==> config.mk <==
export PLATFORM = sky130hd
export DESIGN_NAME = uart_rx_auto
export DESIGN_NICKNAME = d
export VERILOG_FILES = /design/src/rtl/uart_rx_pkg.sv /design/src/rtl/uart_rx_autobaud.sv /design/src/rtl/uart_rx_auto.sv
export SDC_FILE = /design/constraint.sdc
export NUM_CORES = 1
export LEC_CHECK = 0
export BUFFER_PORTS_ARGS = -buffer_cell sky130_fd_sc_hd__buf_2
export CAP_MARGIN = 20
export CORE_MARGIN = 2
export CORE_UTILIZATION = 55
export CTS_BUF_LIST = sky130_fd_sc_hd__clkbuf_4 sky130_fd_sc_hd__clkbuf_8 sky130_fd_sc_hd__clkbuf_16
export DETAILED_ROUTE_END_ITERATION = 10
export GPL_ROUTABILITY_DRIVEN = 0
export HOLD_SLACK_MARGIN = 0.03
export PLACE_DENSITY = 0.8
export SYNTH_ARGS = -nofsm -noshare
export SYNTH_HDL_FRONTEND = slang
export SYNTH_SLANG_ARGS = --single-unit
==> constraint.sdc <==
create_clock -name CLK -period 4.1 [get_ports CLK]
set_clock_uncertainty 0.15 [all_clocks]
set_input_delay 0.205 -clock CLK [delete_from_list [all_inputs] [get_ports CLK]]
set_output_delay 0.205 -clock CLK [all_outputs]
set_load 0.01 [all_outputs]
==> src/rtl/uart_rx_pkg.sv <==
// uart_rx_pkg
// Shared definitions for the autobaud UART receiver:
//   state_t   - receiver FSM states (PARITY exists only with UART_RX_PARITY_EN)
//   SYNC_CHAR - character the far end sends to let the receiver measure baud
//   majority  - bit decision from the count of ones among the oversamples
// Optional feature macro: UART_RX_PARITY_EN
package uart_rx_pkg;

  typedef enum logic [2:0] {
    ST_AUTOBAUD = 3'd0,
    ST_IDLE     = 3'd1,
    ST_START    = 3'd2,
    ST_DATA     = 3'd3,
`ifdef UART_RX_PARITY_EN
    ST_PARITY   = 3'd4,
`endif
    ST_STOP     = 3'd5,
    ST_BREAK    = 3'd6
  } state_t;

  localparam logic [7:0] SYNC_CHAR = 8'h55;

  // A tie between ones and zeros resolves to 1 (idle level), so a short
  // low glitch on an idle line is rejected rather than taken as a start bit.
  function automatic logic majority(input int ones, input int width);
    return (ones >= (width / 2));
  endfunction

endpackage

==> src/rtl/uart_rx_autobaud.sv <==
// uart_rx_autobaud
// Measures the edge-to-edge interval of the sync character and averages it
// into a clocks-per-bit estimate.
// Ports:
//   CLK, RESETn   clock, asynchronous active-low reset
//   en            measurement active (receiver in AUTOBAUD)
//   restart       discard everything measured so far, CPB back to 0
//   rx_edge       synchronised line changed level this cycle
//   cpb           running clocks-per-bit estimate
//   done          one-cycle pulse on the final sync edge
module uart_rx_autobaud
  import uart_rx_pkg::*;
#(
  parameter int CPB_WIDTH  = 12,
  parameter int SYNC_EDGES = 10
) (
  input  logic                 CLK,
  input  logic                 RESETn,
  input  logic                 en,
  input  logic                 restart,
  input  logic                 rx_edge,
  output logic [CPB_WIDTH-1:0] cpb,
  output logic                 done
);

  localparam int EW = $clog2(SYNC_EDGES + 1);

  logic [CPB_WIDTH-1:0] acc_reg, acc_next;
  logic [CPB_WIDTH-1:0] cpb_reg, cpb_next;
  logic [EW-1:0]        edge_cnt_reg, edge_cnt_next;
  logic [CPB_WIDTH:0]   avg_sum;

  always_ff @(posedge CLK or negedge RESETn) begin
    if (!RESETn) begin
      acc_reg      <= '0;
      cpb_reg      <= '0;
      edge_cnt_reg <= '0;
    end else begin
      acc_reg      <= acc_next;
      cpb_reg      <= cpb_next;
      edge_cnt_reg <= edge_cnt_next;
    end
  end

  always_comb begin
    acc_next      = acc_reg;
    cpb_next      = cpb_reg;
    edge_cnt_next = edge_cnt_reg;
    done          = 1'b0;
    // One extra bit so the average of two near-full values cannot wrap.
    avg_sum = {1'b0, cpb_reg} + {1'b0, acc_reg} + (CPB_WIDTH + 1)'(1);

    if (restart) begin
      acc_next      = '0;
      cpb_next      = '0;
      edge_cnt_next = '0;
    end else if (en) begin
      if (rx_edge) begin
        acc_next = '0;
        if (edge_cnt_reg == '0) begin
          edge_cnt_next = EW'(1);
        end else begin
          // acc holds interval-1 at the closing edge.
          if (edge_cnt_reg == EW'(1)) cpb_next = acc_reg + CPB_WIDTH'(1);
          else                        cpb_next = avg_sum[CPB_WIDTH:1];
          if (edge_cnt_reg == EW'(SYNC_EDGES - 1)) begin
            done          = 1'b1;
            edge_cnt_next = '0;
          end else begin
            edge_cnt_next = edge_cnt_reg + EW'(1);
          end
        end
      end else if (edge_cnt_reg != '0) begin
        // Interval too long to be the sync character: start over.
        if (acc_reg == '1) begin
          acc_next      = '0;
          edge_cnt_next = '0;
          cpb_next      = '0;
        end else begin
          acc_next = acc_reg + CPB_WIDTH'(1);
        end
      end
    end
  end

  assign cpb = cpb_reg;

endmodule

==> src/rtl/uart_rx_auto.sv <==
// uart_rx_auto
// UART receiver with autobaud lock, oversampled majority voting, break
// detection and saturating error counters.
// Optional feature macro: UART_RX_PARITY_EN (adds PAR_EN, PAR_ODD, PAR_ERR
// and a parity bit between data and stop).
// Ports:
//   CLK, RESETn   clock, asynchronous active-low reset
//   RX_PIN        raw serial input (asynchronous)
//   REBAUD        pulse: abort and re-measure the baud rate
//   CPB, LOCKED   measured clocks per bit (0 until locked), lock flag
//   WRDATA, WREN  received character and one-cycle write strobe
//   WRFULL        downstream FIFO full; frame is dropped and counted
//   FRM_ERR       framing error count, OVF_ERR dropped-frame count
//   PAR_ERR       parity error count (parity build only)
//   BREAK         line held in break
module uart_rx_auto
  import uart_rx_pkg::*;
#(
  parameter int CPB_WIDTH  = 12,
  parameter int OVERSAMPLE = 4,
  parameter int DATA_BITS  = 8,
  parameter int SYNC_EDGES = 10,
  parameter int ERR_WIDTH  = 10
) (
  input  logic                 CLK,
  input  logic                 RESETn,
  input  logic                 RX_PIN,
  input  logic                 REBAUD,
  output logic [CPB_WIDTH-1:0] CPB,
  output logic                 LOCKED,
  output logic [DATA_BITS-1:0] WRDATA,
  output logic                 WREN,
  input  logic                 WRFULL,
  output logic [ERR_WIDTH-1:0] FRM_ERR,
  output logic [ERR_WIDTH-1:0] OVF_ERR,
`ifdef UART_RX_PARITY_EN
  input  logic                 PAR_EN,
  input  logic                 PAR_ODD,
  output logic [ERR_WIDTH-1:0] PAR_ERR,
`endif
  output logic                 BREAK
);

  localparam int OS_LOG2 = $clog2(OVERSAMPLE);
  localparam int SC_W    = $clog2(OVERSAMPLE);
  localparam int OW      = $clog2(OVERSAMPLE + 1);
  localparam int BC_W    = $clog2(DATA_BITS);
  localparam logic [DATA_BITS-1:0] SYNC_DATA = DATA_BITS'(SYNC_CHAR);

  function automatic logic [ERR_WIDTH-1:0] sat_inc(input logic [ERR_WIDTH-1:0] v);
    return (v == '1) ? v : v + ERR_WIDTH'(1);
  endfunction

  // Synchroniser and edge detect; flops reset to the idle (high) level.
  logic sync1_reg, rx, rx_prev_reg, rx_edge;

  always_ff @(posedge CLK or negedge RESETn) begin
    if (!RESETn) begin
      sync1_reg   <= 1'b1;
      rx          <= 1'b1;
      rx_prev_reg <= 1'b1;
    end else begin
      sync1_reg   <= RX_PIN;
      rx          <= sync1_reg;
      rx_prev_reg <= rx;
    end
  end

  assign rx_edge = rx ^ rx_prev_reg;

  state_t state_reg, state_next;
  logic [CPB_WIDTH-1:0] cpb_raw, tick_period, cpb_shift;
  logic                 ab_done;

  uart_rx_autobaud #(
    .CPB_WIDTH  (CPB_WIDTH),
    .SYNC_EDGES (SYNC_EDGES)
  ) u_autobaud (
    .CLK     (CLK),
    .RESETn  (RESETn),
    .en      (state_reg == ST_AUTOBAUD),
    .restart (REBAUD),
    .rx_edge (rx_edge),
    .cpb     (cpb_raw),
    .done    (ab_done)
  );

  assign cpb_shift   = cpb_raw >> OS_LOG2;
  assign tick_period = (cpb_shift == '0) ? CPB_WIDTH'(1) : cpb_shift;

  logic [CPB_WIDTH-1:0] tick_cnt_reg, tick_cnt_next;
  logic [SC_W-1:0]      samp_cnt_reg, samp_cnt_next;
  logic [OW-1:0]        ones_reg, ones_next;
  logic [BC_W-1:0]      bit_cnt_reg, bit_cnt_next;
  logic [DATA_BITS-1:0] shift_reg, shift_next;
  logic [DATA_BITS-1:0] wrdata_reg, wrdata_next;
  logic                 wren_reg, wren_next;
  logic                 locked_reg, locked_next;
  logic                 brk_reg, brk_next;
  logic [ERR_WIDTH-1:0] frm_reg, frm_next;
  logic [ERR_WIDTH-1:0] ovf_reg, ovf_next;
`ifdef UART_RX_PARITY_EN
  logic [ERR_WIDTH-1:0] par_err_reg, par_err_next;
  logic                 par_bad_reg, par_bad_next;
`endif
  logic sampling, tick, bit_done, bit_val;

  always_ff @(posedge CLK or negedge RESETn) begin
    if (!RESETn) begin
      state_reg    <= ST_AUTOBAUD;
      tick_cnt_reg <= '0;
      samp_cnt_reg <= '0;
      ones_reg     <= '0;
      bit_cnt_reg  <= '0;
      shift_reg    <= '0;
      wrdata_reg   <= '0;
      wren_reg     <= 1'b0;
      locked_reg   <= 1'b0;
      brk_reg      <= 1'b0;
      frm_reg      <= '0;
      ovf_reg      <= '0;
`ifdef UART_RX_PARITY_EN
      par_err_reg  <= '0;
      par_bad_reg  <= 1'b0;
`endif
    end else begin
      state_reg    <= state_next;
      tick_cnt_reg <= tick_cnt_next;
      samp_cnt_reg <= samp_cnt_next;
      ones_reg     <= ones_next;
      bit_cnt_reg  <= bit_cnt_next;
      shift_reg    <= shift_next;
      wrdata_reg   <= wrdata_next;
      wren_reg     <= wren_next;
      locked_reg   <= locked_next;
      brk_reg      <= brk_next;
      frm_reg      <= frm_next;
      ovf_reg      <= ovf_next;
`ifdef UART_RX_PARITY_EN
      par_err_reg  <= par_err_next;
      par_bad_reg  <= par_bad_next;
`endif
    end
  end

  always_comb begin
    state_next    = state_reg;
    tick_cnt_next = tick_cnt_reg;
    samp_cnt_next = samp_cnt_reg;
    ones_next     = ones_reg;
    bit_cnt_next  = bit_cnt_reg;
    shift_next    = shift_reg;
    wrdata_next   = wrdata_reg;
    wren_next     = 1'b0;
    locked_next   = locked_reg;
    brk_next      = brk_reg;
    frm_next      = frm_reg;
    ovf_next      = ovf_reg;
`ifdef UART_RX_PARITY_EN
    par_err_next  = par_err_reg;
    par_bad_next  = par_bad_reg;
`endif
    bit_done = 1'b0;
    bit_val  = majority(int'(ones_reg) + int'(rx), OVERSAMPLE);
    tick     = (tick_cnt_reg == tick_period - CPB_WIDTH'(1));

    sampling = (state_reg == ST_START) || (state_reg == ST_DATA) ||
               (state_reg == ST_STOP);
`ifdef UART_RX_PARITY_EN
    if (state_reg == ST_PARITY) sampling = 1'b1;
`endif

    // Oversampling engine shared by every bit-receiving state; bit_done
    // marks the cycle holding the last sample of a bit.
    if (sampling) begin
      if (tick) begin
        tick_cnt_next = '0;
        if (samp_cnt_reg == SC_W'(OVERSAMPLE - 1)) begin
          samp_cnt_next = '0;
          ones_next     = '0;
          bit_done      = 1'b1;
        end else begin
          samp_cnt_next = samp_cnt_reg + SC_W'(1);
          ones_next     = ones_reg + OW'(rx);
        end
      end else begin
        tick_cnt_next = tick_cnt_reg + CPB_WIDTH'(1);
      end
    end

    case (state_reg)
      ST_AUTOBAUD: begin
        if (ab_done) begin
          locked_next = 1'b1;
          wrdata_next = SYNC_DATA;
          if (!WRFULL) wren_next = 1'b1;
          else         ovf_next  = sat_inc(ovf_reg);
          state_next = ST_IDLE;
        end
      end
      ST_IDLE: begin
        if (!rx) begin
          state_next    = ST_START;
          // Start half a tick in so samples sit away from the bit edges.
          tick_cnt_next = tick_period >> 1;
          samp_cnt_next = '0;
          ones_next     = '0;
`ifdef UART_RX_PARITY_EN
          par_bad_next  = 1'b0;
`endif
        end
      end
      ST_START: begin
        if (bit_done) begin
          if (bit_val) begin
            state_next = ST_IDLE;
          end else begin
            state_next   = ST_DATA;
            bit_cnt_next = '0;
          end
        end
      end
      ST_DATA: begin
        if (bit_done) begin
          shift_next = {bit_val, shift_reg[DATA_BITS-1:1]};
          if (bit_cnt_reg == BC_W'(DATA_BITS - 1)) begin
`ifdef UART_RX_PARITY_EN
            state_next = PAR_EN ? ST_PARITY : ST_STOP;
`else
            state_next = ST_STOP;
`endif
          end else begin
            bit_cnt_next = bit_cnt_reg + BC_W'(1);
          end
        end
      end
`ifdef UART_RX_PARITY_EN
      ST_PARITY: begin
        if (bit_done) begin
          par_bad_next = (^shift_reg) ^ bit_val ^ PAR_ODD;
          state_next   = ST_STOP;
        end
      end
`endif
      ST_STOP: begin
        if (bit_done) begin
          state_next = ST_IDLE;
          if (bit_val) begin
`ifdef UART_RX_PARITY_EN
            if (par_bad_reg) begin
              par_err_next = sat_inc(par_err_reg);
            end else
`endif
            if (!WRFULL) begin
              wren_next   = 1'b1;
              wrdata_next = shift_reg;
            end else begin
              ovf_next = sat_inc(ovf_reg);
            end
          end else if (shift_reg == '0) begin
            state_next = ST_BREAK;
            brk_next   = 1'b1;
          end else begin
            frm_next = sat_inc(frm_reg);
          end
        end
      end
      ST_BREAK: begin
        if (rx) begin
          brk_next   = 1'b0;
          state_next = ST_IDLE;
        end
      end
      default: state_next = ST_AUTOBAUD;
    endcase

    if (REBAUD) begin
      state_next  = ST_AUTOBAUD;
      wren_next   = 1'b0;
      locked_next = 1'b0;
      brk_next    = 1'b0;
    end
  end

  assign CPB     = locked_reg ? cpb_raw : '0;
  assign LOCKED  = locked_reg;
  assign WRDATA  = wrdata_reg;
  assign WREN    = wren_reg;
  assign FRM_ERR = frm_reg;
  assign OVF_ERR = ovf_reg;
  assign BREAK   = brk_reg;
`ifdef UART_RX_PARITY_EN
  assign PAR_ERR = par_err_reg;
`endif

endmodule

==> impl_metrics.yaml <==
routing:
  maxUsedRoutingLayer: "met4"
  number_of_nets_still_failing_antenna_checks_after_routing: 0
  detail_route.first_pass.iterations: 5
  post_route_wl_mm: 13.17
  post_drt_via_cell_ratio: 5.963
  drc_errors: 0
  met3WireLength_um: 505
  met1Wirelength_mm: 5.701
  detail_route.iter0.violations: 235
  detailroute.via_count: 4782
  met2RoutedLength_mm: 6.669
  routedWlPerCell_um: 16.43
cts:
  clockRootBuffer: "clkbuf_8"
  clkTransAtPathRegs_ns: 0.10
  cts.path.max_buffers: 2
  postCtsSetupBuffers: 0
  cts_sinks: 93
  cts_tree: "yes"
  clock_insertion_delay_worst_skew_ns: 0.37
  cts.htree.levels: 3
  tritoncts.num_buffers: 9
floorplan:
  starting_density_of_the_core: 0.5623
  die_h_um: 106.5
  core_area_sq_mm: 0.01028
  design.portCount: 48
  floorplan.die_area_sq_mm: 0.01134
  rows: 37
  die_width_um: 106.5
worst_setup_path:
  r2r_slack_ns: 0.29
  critPathSlowestCell: "or4_4"
  worst-path-max-fanout: 13
  startpoint_of_the_worst_slack_reg_to_reg_timing_path: "u_autobaud.cpb[5]"
  max_stage_delay_ns: 0.53
  worstSetupStartpointType: "register"
  worst_r2r_path_depth: 11
  worstPathArrival_ns: 3.92
  critical_path_class: "register to register"
  endpoint_class_of_the_critical_path: "register"
  worstPathCellList: "nor4_1 > a31oi_1 > ha_1 > xor2_1 > o2111ai_1 > or4_4 > nor4_4 > buf_4 > a41o_2 > nand2_2 > mux2_1"
  cp.buffers_inverters: 1
  critical_path_cell_count: 11
  worstPathRequired_ns: 4.21
  cp_top_family: "simple AND/OR/NAND/NOR gates"
  worst_r2r_endpoint: "OVF_ERR[1]"
pwr:
  max-vdd-ir-drop_v: 0.0002926
  cellInternalPower_mw: 1.678
  power_switching_mw: 1.110
  share_clk_of_total_power: 0.233
  switching_share: 0.3982
  pwr-share-comb: 0.370
  sequentialPowerShare: 0.397
  power.density_mw_per_mm2: 438.8
  power.static_leakage_nw: 3.001
sta:
  finalSetupTns_ns: 0
  timing.final.max_slew_violations: 0
  timing_worst_slew_pin_value_ns: 0.7358
  timing.final.crit_share: 0.9294
  slew_hr: 0.5030
  setup_viol: 0
  final_critical_period_ns: 3.810
  rsz0062_at_grt: "no"
  report.final.hold_viol_count: 0
  max_freq_mhz: 262.4
  setup_ws_final_ns: 0.2896
synth:
  number_of_enable_type_register_cells_in_the_synthesized_netlist: 0
  yosys.cell_types.count: 72
  ys_warn_count: 0
  synthArstFlopShare: 1.000
  synth_flop_cell: "dfrtp_1"
  syn-instance-count: 617
  synth.avg_cell_area_sq_um: 9.367
  syn-cell-area_sq_mm: 0.005779
  flip_flop_and_latch_count_after_synthesis: 93
  seq_area_frac_synth: 0.4033
  synth_fp_nets: 647
status:
  result_of_the_run: "completed"
min_path:
  holdCritStartpoint: "REBAUD"
  worst_hold_path_type: "primary input to register"
  hold_end: "LOCKED"
  worstHoldPathCells: 2
finish:
  layout-drive-gt1-share: 0.1757
  layout_commonest_cell: "dfrtp_1"
  seq_area_sq_mm: 0.002331
  commonest_cells_after_routing_fill_and_taps_aside: "dfrtp_1, nand2_1, o21ai_0"
  layout_nets: 691
  num-fill-cells: 851
  antenna_cells: 0
  multi_input_comb_area_sq_mm: 0.003184
  synthToLayoutAreaGrowth_pct: 9.937
placement:
  post-dp-hpwl_mm: 9.320
  pre_cts_slack_ns: 0.1500
  portBuffers: 47
global_routing:
  wire_length_of_the_first_global_routing_pass_mm: 21.58
  grt_pass1_vias: 4632
  grt_use_total: 0.2359
  maximum_number_of_pins_on_one_net_before_global_route_repair: 58
  grt_remaining_overflow: 0
  grt_antenna_before_repair: 0
job:
  drv.max_cap_violation_count: 0
-- worst max path at each step --
stage                            end  slack [ns]               start
after CTS                 OVF_ERR[1]        0.12  u_autobaud.cpb[11]
after floorplan            WRDATA[0]        0.32   u_autobaud.cpb[4]
after detailed placement  OVF_ERR[1]        0.15  u_autobaud.cpb[11]
final                     OVF_ERR[1]        0.29   u_autobaud.cpb[5]
after global routing      OVF_ERR[1]        0.10   u_autobaud.cpb[5]
after global placement    OVF_ERR[1]        0.36   u_autobaud.cpb[8]
-- layout make-up --
cell class,instances,share of cell area
repair buffers,61,0.05514
clock inverters,6,0.01122
flip-flops and latches,93,0.3669
inverters,29,0.01713
multi-input cells,467,0.5012
well taps,136,0.02678
clock buffers,10,0.02166
-- synthesized netlist by cell type (4+ instances only) --
master / number / share of area
nor2_1: 42 / 0.027
or3_1: 4 / 0.0043
nor3_1: 13 / 0.011
nand3_1: 25 / 0.022
a32o_1: 7 / 0.012
nor4_1: 6 / 0.0065
or2_2: 4 / 0.0043
clkbuf_1: 17 / 0.011
and3_1: 12 / 0.013
mux2i_1: 7 / 0.012
nand2_1: 62 / 0.040
nand2b_1: 14 / 0.015
and2_1: 15 / 0.016
a31oi_1: 9 / 0.0097
mux2_2: 9 / 0.018
inv_1: 29 / 0.019
xnor2_1: 32 / 0.048
a21o_1: 4 / 0.0052
xor2_1: 26 / 0.039
dfrtp_1: 90 / 0.39
o21ai_0: 47 / 0.041
mux2_4: 4 / 0.010
o31ai_1: 9 / 0.012
nand4_1: 8 / 0.0087
a21oi_1: 18 / 0.016
nor3_2: 4 / 0.0069
nor2b_1: 7 / 0.0076
ha_1: 24 / 0.052
-- metrics by stage --
stage          total power, mW  cells  hold slack, ns  utilization  cell area (sq um)
3_3_place_gp             2.072    783          0.1527       0.5944               6108
3_5_place_dp             2.127    783          0.1637       0.5944               6108
5_1_grt                  2.937    802         0.07840       0.6182               6354
6_report                 2.788    802         0.06320       0.6182               6354
2_1_floorplan            1.891    617         -0.2406            -               5779
4_1_cts                  2.787    802         0.05569       0.6176               6347
-- cell families (layout without fill, tap and decap cells) --
family          Yosys count  after routing  share of synthesized area
compound gates          123            123                     0.1390
flops                    93             93                     0.4033
buf+inv                  57            106                    0.04763
simple gates            240            240                     0.2247
fa+ha+maj                25             25                    0.05542
xor+xnor                 58             58                    0.08790
mux                      21             21                    0.04200
-- power groups by stage --
| stage | clock network [mW] | registers, mW | logic, mW |
|---|---|---|---|
| floorplan | 0 | 1.07 | 0.825 |
| global placement | 0 | 1.11 | 0.960 |
| detailed placement | 0 | 1.12 | 1.01 |
| CTS | 0.664 | 1.10 | 1.02 |
| global route | 0.694 | 1.12 | 1.12 |
| finish | 0.650 | 1.11 | 1.03 |
-- per-layer routing --
| metal | up-vias | GRT usage |
|---|---|---|
| met5 | - | 0 |
| met4 | 0 | 0.08998 |
| met1 | 2357 | 0.3021 |
| li1 | 2265 | - |
| met3 | 32 | 0.03801 |
| met2 | 128 | 0.4020 |
-- timing repair --
item                                   4_1_cts  5_1_grt
endpoints found under the hold margin       58        0
gates resized for setup                      0        1
hold buffers                                 3        0
setup endpoints to repair                    0       25
Note: power is estimated with default switching activity, not from simulation.
